**src/rtl/encoder_pkg.sv**
```systemverilog
`default_nettype none
// ============================================================================
//  Module      : encoder_pkg
//  Description : Shared definitions for the serial round-robin encoder:
//                controller state encoding and the mode select values.
//  Contents    : state_t    - IDLE (accepting a vector) / EMIT (serving it)
//                MODE_FIXED - highest set index first
//                MODE_RR    - ascending from the persistent pointer, wrapping
//  Revision    : 1.0 - initial release
// ============================================================================
package encoder_pkg;

    typedef enum logic [0:0] {
        IDLE = 1'b0,
        EMIT = 1'b1
    } state_t;

    localparam logic MODE_FIXED = 1'b0;
    localparam logic MODE_RR    = 1'b1;

endpackage : encoder_pkg
`default_nettype wire

```
**src/rtl/encoder_serial_rr_if.sv**
```systemverilog
`default_nettype none
// ============================================================================
//  Module      : encoder_serial_rr_if
//  Description : Request-vector input channel and encoded-index output
//                channel of the serial encoder, bundled as one interface.
//  Signals     : in/in_valid/in_ready/mode    - vector input handshake
//                out_idx/out_valid/out_ready  - index output handshake
//                out_last                     - index is the final one
//                zero_err                     - all-zero vector accepted
//  Modports    : slave  - the encoder side
//                master - the producer/consumer side
//  Revision    : 1.0 - initial release
// ============================================================================
interface encoder_serial_rr_if #(
    parameter int WIDTH = 8
);
    localparam int IDX_W = $clog2(WIDTH);

    logic [WIDTH-1:0] in;
    logic             in_valid;
    logic             in_ready;
    logic             mode;
    logic [IDX_W-1:0] out_idx;
    logic             out_valid;
    logic             out_ready;
    logic             out_last;
    logic             zero_err;

    modport slave (
        input  in, in_valid, mode, out_ready,
        output in_ready, out_idx, out_valid, out_last, zero_err
    );

    modport master (
        output in, in_valid, mode, out_ready,
        input  in_ready, out_idx, out_valid, out_last, zero_err
    );

endinterface : encoder_serial_rr_if
`default_nettype wire

```
**src/rtl/encoder_pick.sv**
```systemverilog
`default_nettype none
// ============================================================================
//  Module      : encoder_pick
//  Description : Combinational masked search with wrap. Scans the vector
//                starting at start_i, stepping up (dir_i=1) or down
//                (dir_i=0) modulo WIDTH, and reports the first set bit.
//  Ports       : vec_i   [WIDTH] - candidate bits
//                start_i [IDX_W] - first position examined (< WIDTH)
//                dir_i           - 1 ascending, 0 descending
//                idx_o   [IDX_W] - first set position found (0 if none)
//                found_o         - any bit set
//  Revision    : 1.0 - initial release
// ============================================================================
module encoder_pick #(
    parameter int WIDTH = 8
) (
    input  wire logic [WIDTH-1:0]         vec_i,
    input  wire logic [$clog2(WIDTH)-1:0] start_i,
    input  wire logic                     dir_i,
    output logic      [$clog2(WIDTH)-1:0] idx_o,
    output logic                          found_o
);
    localparam int IDX_W = $clog2(WIDTH);

    int pos;

    always_comb begin
        idx_o   = '0;
        found_o = 1'b0;
        pos     = 0;
        for (int k = 0; k < WIDTH; k++) begin
            // Adding WIDTH before the modulo keeps the descending walk positive.
            if (dir_i) begin
                pos = (int'(start_i) + k) % WIDTH;
            end else begin
                pos = (int'(start_i) - k + WIDTH) % WIDTH;
            end
            if (!found_o && vec_i[pos[IDX_W-1:0]]) begin
                found_o = 1'b1;
                idx_o   = pos[IDX_W-1:0];
            end
        end
    end

endmodule : encoder_pick
`default_nettype wire

```
**src/rtl/encoder_serial_rr.sv**
```systemverilog
`default_nettype none
// ============================================================================
//  Module      : encoder_serial_rr
//  Description : Accepts a request vector and serially emits the index of
//                each set bit, one per output handshake. Fixed mode emits
//                highest index first; round-robin mode emits ascending from
//                a pointer that persists across vectors. An all-zero vector
//                produces a one-cycle zero_err pulse instead of output.
//  Ports       : clk    - rising-edge clock
//                rst_n  - synchronous active-low reset
//                enc_if - encoder_serial_rr_if.slave (vector in, index out)
//  Revision    : 1.0 - initial release
// ============================================================================
module encoder_serial_rr
    import encoder_pkg::*;
#(
    parameter int WIDTH = 8
) (
    input  wire logic           clk,
    input  wire logic           rst_n,
    encoder_serial_rr_if.slave  enc_if
);
    localparam int                 IDX_W    = $clog2(WIDTH);
    localparam logic [IDX_W-1:0]   LAST_IDX = IDX_W'(WIDTH - 1);

    generate
        if (WIDTH < 2) begin : g_width_check
            $error("encoder_serial_rr: WIDTH must be at least 2");
        end
    endgenerate

    state_t           state_q;
    logic [WIDTH-1:0] held_q, held_d;
    logic             mode_q, mode_d;
    logic [IDX_W-1:0] ptr_q, ptr_d;
    logic [IDX_W-1:0] out_idx_q;
    logic             out_valid_q;
    logic             out_last_q;
    logic             zero_err_q;

    logic             in_hs;
    logic             out_hs;
    logic [IDX_W-1:0] pick_start;
    logic [IDX_W-1:0] pick_idx;
    logic             pick_found;
    logic             last_d;

    // Everything below is computed on the vector the block will hold after
    // this edge, so the next index is registered straight away (no bubble)
    // and a stalled cycle simply recomputes the same answer.
    always_comb begin
        in_hs  = (state_q == IDLE) && enc_if.in_valid;
        out_hs = out_valid_q && enc_if.out_ready;
        held_d = held_q;
        mode_d = mode_q;
        ptr_d  = ptr_q;
        if (in_hs) begin
            held_d = enc_if.in;
            mode_d = enc_if.mode;
        end else if (out_hs) begin
            held_d = held_q & ~(WIDTH'(1) << out_idx_q);
            if (mode_q == MODE_RR) begin
                ptr_d = (out_idx_q == LAST_IDX) ? '0 : out_idx_q + 1'b1;
            end
        end
        pick_start = (mode_d == MODE_RR) ? ptr_d : LAST_IDX;
        last_d     = (held_d != '0) && ((held_d & (held_d - WIDTH'(1))) == '0);
    end

    encoder_pick #(
        .WIDTH   (WIDTH)
    ) u_pick (
        .vec_i   (held_d),
        .start_i (pick_start),
        .dir_i   (mode_d),
        .idx_o   (pick_idx),
        .found_o (pick_found)
    );

    always_ff @(posedge clk) begin
        if (!rst_n) begin
            state_q     <= IDLE;
            held_q      <= '0;
            mode_q      <= MODE_FIXED;
            ptr_q       <= '0;
            out_idx_q   <= '0;
            out_valid_q <= 1'b0;
            out_last_q  <= 1'b0;
            zero_err_q  <= 1'b0;
        end else begin
            held_q     <= held_d;
            mode_q     <= mode_d;
            ptr_q      <= ptr_d;
            zero_err_q <= in_hs && (enc_if.in == '0);

            case (state_q)
                IDLE: if (in_hs && pick_found) state_q <= EMIT;
                EMIT: if (out_hs && !pick_found) state_q <= IDLE;
                default: state_q <= IDLE;
            endcase

            // The held vector is empty whenever the next state is IDLE, so
            // pick_found alone decides whether an index is presented.
            if (pick_found) begin
                out_valid_q <= 1'b1;
                out_idx_q   <= pick_idx;
                out_last_q  <= last_d;
            end else begin
                out_valid_q <= 1'b0;
                out_idx_q   <= '0;
                out_last_q  <= 1'b0;
            end
        end
    end

    assign enc_if.in_ready  = (state_q == IDLE);
    assign enc_if.out_idx   = out_idx_q;
    assign enc_if.out_valid = out_valid_q;
    assign enc_if.out_last  = out_last_q;
    assign enc_if.zero_err  = zero_err_q;

endmodule : encoder_serial_rr
`default_nettype wire

```
**src/flat_wrapper.sv**
```systemverilog
// flat-port wrapper written by rule: the top's interface ports become plain ports
module encoder_serial_rr_flat import encoder_pkg::*;
#(
    parameter int WIDTH = 8
)
  (clk, rst_n, enc_if_in, enc_if_in_valid, enc_if_mode, enc_if_out_ready, enc_if_in_ready, enc_if_out_idx, enc_if_out_valid, enc_if_out_last, enc_if_zero_err);
  encoder_serial_rr_if #(.WIDTH(WIDTH)) enc_if_i ();
  input  wire logic clk;
  input  wire logic rst_n;
  input wire logic [$bits(enc_if_i.in)-1:0] enc_if_in;
  input wire logic [$bits(enc_if_i.in_valid)-1:0] enc_if_in_valid;
  input wire logic [$bits(enc_if_i.mode)-1:0] enc_if_mode;
  input wire logic [$bits(enc_if_i.out_ready)-1:0] enc_if_out_ready;
  output wire logic [$bits(enc_if_i.in_ready)-1:0] enc_if_in_ready;
  output wire logic [$bits(enc_if_i.out_idx)-1:0] enc_if_out_idx;
  output wire logic [$bits(enc_if_i.out_valid)-1:0] enc_if_out_valid;
  output wire logic [$bits(enc_if_i.out_last)-1:0] enc_if_out_last;
  output wire logic [$bits(enc_if_i.zero_err)-1:0] enc_if_zero_err;
  assign enc_if_i.in = enc_if_in;
  assign enc_if_i.in_valid = enc_if_in_valid;
  assign enc_if_i.mode = enc_if_mode;
  assign enc_if_i.out_ready = enc_if_out_ready;
  assign enc_if_in_ready = enc_if_i.in_ready;
  assign enc_if_out_idx = enc_if_i.out_idx;
  assign enc_if_out_valid = enc_if_i.out_valid;
  assign enc_if_out_last = enc_if_i.out_last;
  assign enc_if_zero_err = enc_if_i.zero_err;
  encoder_serial_rr #(.WIDTH(WIDTH)) u_core (.clk(clk), .rst_n(rst_n), .enc_if(enc_if_i));
endmodule
```
**config.mk**
```make
export PLATFORM = sky130hd
export DESIGN_NAME = encoder_serial_rr_flat
export DESIGN_NICKNAME = d
export VERILOG_FILES = /design/src/rtl/encoder_pkg.sv /design/src/rtl/encoder_serial_rr_if.sv /design/src/rtl/encoder_pick.sv /design/src/rtl/encoder_serial_rr.sv /design/src/flat_wrapper.sv
export SDC_FILE = /design/constraint.sdc
export NUM_CORES = 1
export LEC_CHECK = 0
export BUFFER_PORTS_ARGS = -buffer_cell sky130_fd_sc_hd__buf_4
export CORE_MARGIN = 8
export CORE_UTILIZATION = 30
export CTS_CLUSTER_DIAMETER = 40
export CTS_CLUSTER_SIZE = 14
export DETAILED_ROUTE_END_ITERATION = 10
export GPL_ROUTABILITY_DRIVEN = 0
export PLACE_DENSITY = 0.56
export SYNTH_ARGS = -nofsm -noshare
export SYNTH_HDL_FRONTEND = slang
export SYNTH_HIERARCHICAL = 1
export SYNTH_SLANG_ARGS = --single-unit
```
**constraint.sdc**
```tcl
create_clock -name clk -period 10.9 [get_ports clk]
set_input_delay 1.09 -clock clk [delete_from_list [all_inputs] [get_ports clk]]
set_output_delay 1.09 -clock clk [all_outputs]
set_load 0.02 [all_outputs]
```
==> summary.md <==
| Metric | Value |
|---|---|
| Run status | finished, final reports clean |
| Pins over their slew limit | 0 |
| Post-synth EDFFs | 0 |
| Yosys Warn Count | 6 |
| Critical R2R Launch | u_core/state_q$_SDFF_PN0_ |
| Most common cell on crit path | sky130_fd_sc_hd__nand2_1 |
| Critical Path Fanout Max | 11 |
| Number of cells upsized or downsized after cts | 0 |
| Number of buffers inserted by port buffering | 19 |
| Nets@finish | 252 |
| Number of remaining DRC errors | 0 |
| List of cells traversed by the critical path | buf_4, nand2b_1, nand2_1, nand2_1, nand2_1, inv_1, ha_1, mux2i_1, xnor2_1, mux2i_2, nand3b_1, or2_1, nor2_1, nand3_1, and2_1, o2111ai_1, a21oi_1 |
| CP startpoint kind | input pin |
| Detailed Route Iter0 Violations | 113 |
| F_max | 199.2 MHz |
| Post-synth top area share | 20.35% |
| Core Box Area | 0.005956 mm² |
| Slack of the worst reg-to-reg path | 6.35 ns |
| Critical path start-end classification | input pin to flop |
| Flip-flop cell with the highest count after synthesis | sky130_fd_sc_hd__dfxtp_1 |
| Via count of the first global-routing pass | 1476 |
| Max capacitance violation total | 0 |
| First-pass GRT wire length | 7286 µm |
| Number of vias per cell after detailed routing | 5.085 |
| Netlist area before placement | 0.001869 mm² |
| Per-cell routed wire length | 14.62 µm |
| Proportion of layout cells with a drive suffix above 1 | 22.61% |
| Syn nets | 236 |
| Count of antenna diodes in the layout | 0 |
| CTS H-tree depth | 1 |
| Placement-stage cell area | 0.002048 mm² |
| Static Leak | 0.9375 nW |
| Register bit total from synthesis | 19 |
| Top Family by Delay on Critical Path | simple AND/OR/NAND/NOR gates |
| Clk pin slew, worst setup/hold paths | 0.07 ns |
| Pin count of the biggest net entering global routing | 19 |
| Total CTS buffers | 3 |
| Signed area change from the synthesized netlist to the final layout | 11.98% |
| Antenna viol nets, final | 0 |
| Tightest Pin Transition | 0.5923 ns |
| Number of instances in the synthesized netlist | 215 |
| Hpwl dp | 3555 µm |
| Ys async rst share | 0% |
| Cell count of the worst reg-to-reg path | 16 |
| Final critical path time including I/O delays and setup | 5.021 ns |
| Final hold slack | 0.5436 ns |
| Worst path max stage delay | 0.49 ns |
| Power density over the cells | 201.3 mW/mm² |
| Die Height | 94.94 µm |
| Cts hold-fix bufs | 0 |
| Area of all placed cells without fillers | 0.002093 mm² |
| Maximum root-to-sink buffer count | 2 |
| Total Power Consumption | 0.4214 mW |
| # clock sinks | 19 |
| Clock latency on the worst-skew pair | 0.25 ns |
| Initial standard-cell utilization of the core | 31.39% |
| Worst slew margin relative to its limit | 60.23% |
| Number of antenna violations at the first check in global routing | 0 |
| Setup crit end kind | flop |
| Vias after detailed routing | 1551 |
| Final hold violation count | 0 |
| Type of the worst min-delay path | flop to flop |
| Setup clock skew after layout | 0.005015 ns |
| Number of iterations in the first detailed-routing pass | 4 |
| Buf/Inv on CP | 2 |
| Endpoint of the worst-slack reg-to-reg timing path | u_core/enc_if.out_last$_SDFF_PN0_ |
| Mean cell area of the mapped netlist | 8.694 µm² |
| Post-route fraction of the period consumed by the critical path | 46.06% |
| Total die area | 0.009013 mm² |
| Required time reported for the critical path endpoint | 11.04 ns |
| Sum of overflow across all layers after global routing | 0 |
| Worst-path cell with the longest stage delay | sky130_fd_sc_hd__nand2_1 |
| Top-level port count | 20 |
| Die span in x | 94.94 µm |
| Leading cell types by total area after synthesis | sky130_fd_sc_hd__dfxtp_1 (20%), sky130_fd_sc_hd__mux2i_1 (7.0%), sky130_fd_sc_hd__ha_1 (5.4%) |
| Setup TNS | 0 ns |
| Count of different cell masters after synthesis | 59 |
| Most area-hungry cell type in the Yosys netlist | sky130_fd_sc_hd__dfxtp_1 |
| Number of endpoints failing setup at the final stage | 0 |
| Critical Path Start | enc_if_in_valid |
| Total Wirelength | 4459 µm |
| Global Route Usage Sum | 10.05% |
| Unrepaired setup endpoints after global routing | false |
| Crit path to | u_core/enc_if.out_last$_SDFF_PN0_ |
| Master cell of the clock root buffer | sky130_fd_sc_hd__clkbuf_8 |
| Post-CTS setup repair buffer count | 0 |
| Sequential cell area fraction in the yosys report | 20.35% |
| TritonCTS clock tree | built |
| Logic depth of the worst setup path including buffers | 17 |
| Row count | 28 |
| Data arrival time at the worst-slack endpoint | 5.16 ns |
| Maximum resistive drop on vdd | 0.00008668 V |
-- cell usage in the layout, fill, tap and decap left out, drive strengths merged, types with 2 or more instances in the layout --
cell | Yosys | layout
nor4 | 3 | 3
nand3b | 2 | 2
a31oi | 5 | 5
o21ai | 7 | 7
nand4b | 3 | 3
clkbuf | 1 | 4
inv | 15 | 15
nand4 | 5 | 5
o22ai | 2 | 2
buf | 7 | 19
nand3 | 5 | 5
a21oi | 6 | 6
o32a | 4 | 4
nand2b | 2 | 2
nor2b | 5 | 5
xnor2 | 6 | 6
dfxtp | 19 | 19
and2b | 3 | 3
nor2 | 23 | 23
mux2 | 9 | 9
a21o | 2 | 2
mux4 | 2 | 2
mux2i | 17 | 17
and2 | 8 | 8
and3 | 4 | 4
nand2 | 19 | 19
ha | 8 | 8
or2 | 2 | 2
and3b | 5 | 5
-- worst reg2reg max path: cells and delay by family, from the launching register on --
| kind | cells | cell delay, ns |
|---|---|---|
| DFF | 1 | 0.43 |
| AOI/OAI and AO/OA | 2 | 0.15 |
| adders and majority gates | 1 | 0.24 |
| buffers and inverters | 1 | 0.20 |
| xor gates and xnor gates | 1 | 0.40 |
| muxes | 2 | 0.58 |
| and+or+nand+nor | 9 | 2.44 |
-- registers in the layout, indices dropped and copies added, names as in the netlist --
signal,flops
u_core/enc_if.out_idx,3
u_core/mode_q,1
u_core/enc_if.zero_err,1
u_core/ptr_q,3
u_core/held_q,8
u_core/enc_if.out_valid,1
u_core/enc_if.out_last,1
u_core/state_q,1
-- synth_stat cells (all sizes together), types with 6 or more instances --
cell and instances:
mux2 9, xnor2 6, ha 8, buf 7, dfxtp 19, mux2i 17, and2 8, nor2 23
o21ai 7, inv 15, nand2 19, a21oi 6
-- how the worst min path moves through the flow --
| stage | end | from | depth (start not counted) |
|---|---|---|---|
| floorplan | u_core/ptr_q[1]$_SDFF_PN0_ | u_core/ptr_q[1]$_SDFF_PN0_ | 2 |
| detailed placement | u_core/ptr_q[1]$_SDFF_PN0_ | u_core/ptr_q[1]$_SDFF_PN0_ | 2 |
| global placement | u_core/ptr_q[1]$_SDFF_PN0_ | u_core/ptr_q[1]$_SDFF_PN0_ | 2 |
| finish | u_core/ptr_q[1]$_SDFF_PN0_ | u_core/ptr_q[1]$_SDFF_PN0_ | 2 |
| CTS | u_core/ptr_q[1]$_SDFF_PN0_ | u_core/ptr_q[1]$_SDFF_PN0_ | 2 |
| global route | u_core/ptr_q[1]$_SDFF_PN0_ | u_core/ptr_q[1]$_SDFF_PN0_ | 2 |
-- per-stage QoR --
step / instances / setup WS [ns] / utilization, %
finish: 305 / 5.879 / 35.15
global route: 305 / 5.446 / 35.15
CTS: 305 / 5.892 / 35.15
detailed placement: 301 / 5.643 / 34.39
global placement: 301 / 5.671 / 34.39
floorplan: 215 / 6.580 / -
-- cell type report --
class	count	area (µm²)
clock buffers	4	45.04
fillers	632	3862
inverters	15	56.30
multi-input cells	173	1375
flip-flops and latches	19	380.4
well taps	75	93.84
repair buffers	19	142.6
-- kinds of logic (layout without fill, tap and decap cells) --
family	after synthesis	after routing	synth area share, %
mux	28	28	19.48
fa+ha+maj	8	8	5.355
xor+xnor	7	7	5.288
buf+inv	23	38	6.091
compound gates	38	38	15.33
flops	19	19	20.35
simple gates	92	92	28.11
-- power breakdown --
group	switching [mW]	internal, mW
registers	0.0141	0.0805
clock network	0.0221	0.0259
logic	0.154	0.125
-- metal layers --
layer	vias up	wire length [µm]	GRT usage, %
li1	802	-	-
met1	714	2118	13.20
met2	33	2099	16.51
met3	2	215	2.381
met4	0	26	1.560
met5	-	0	0
No activity file was read; power rests on OpenSTA's default activity.
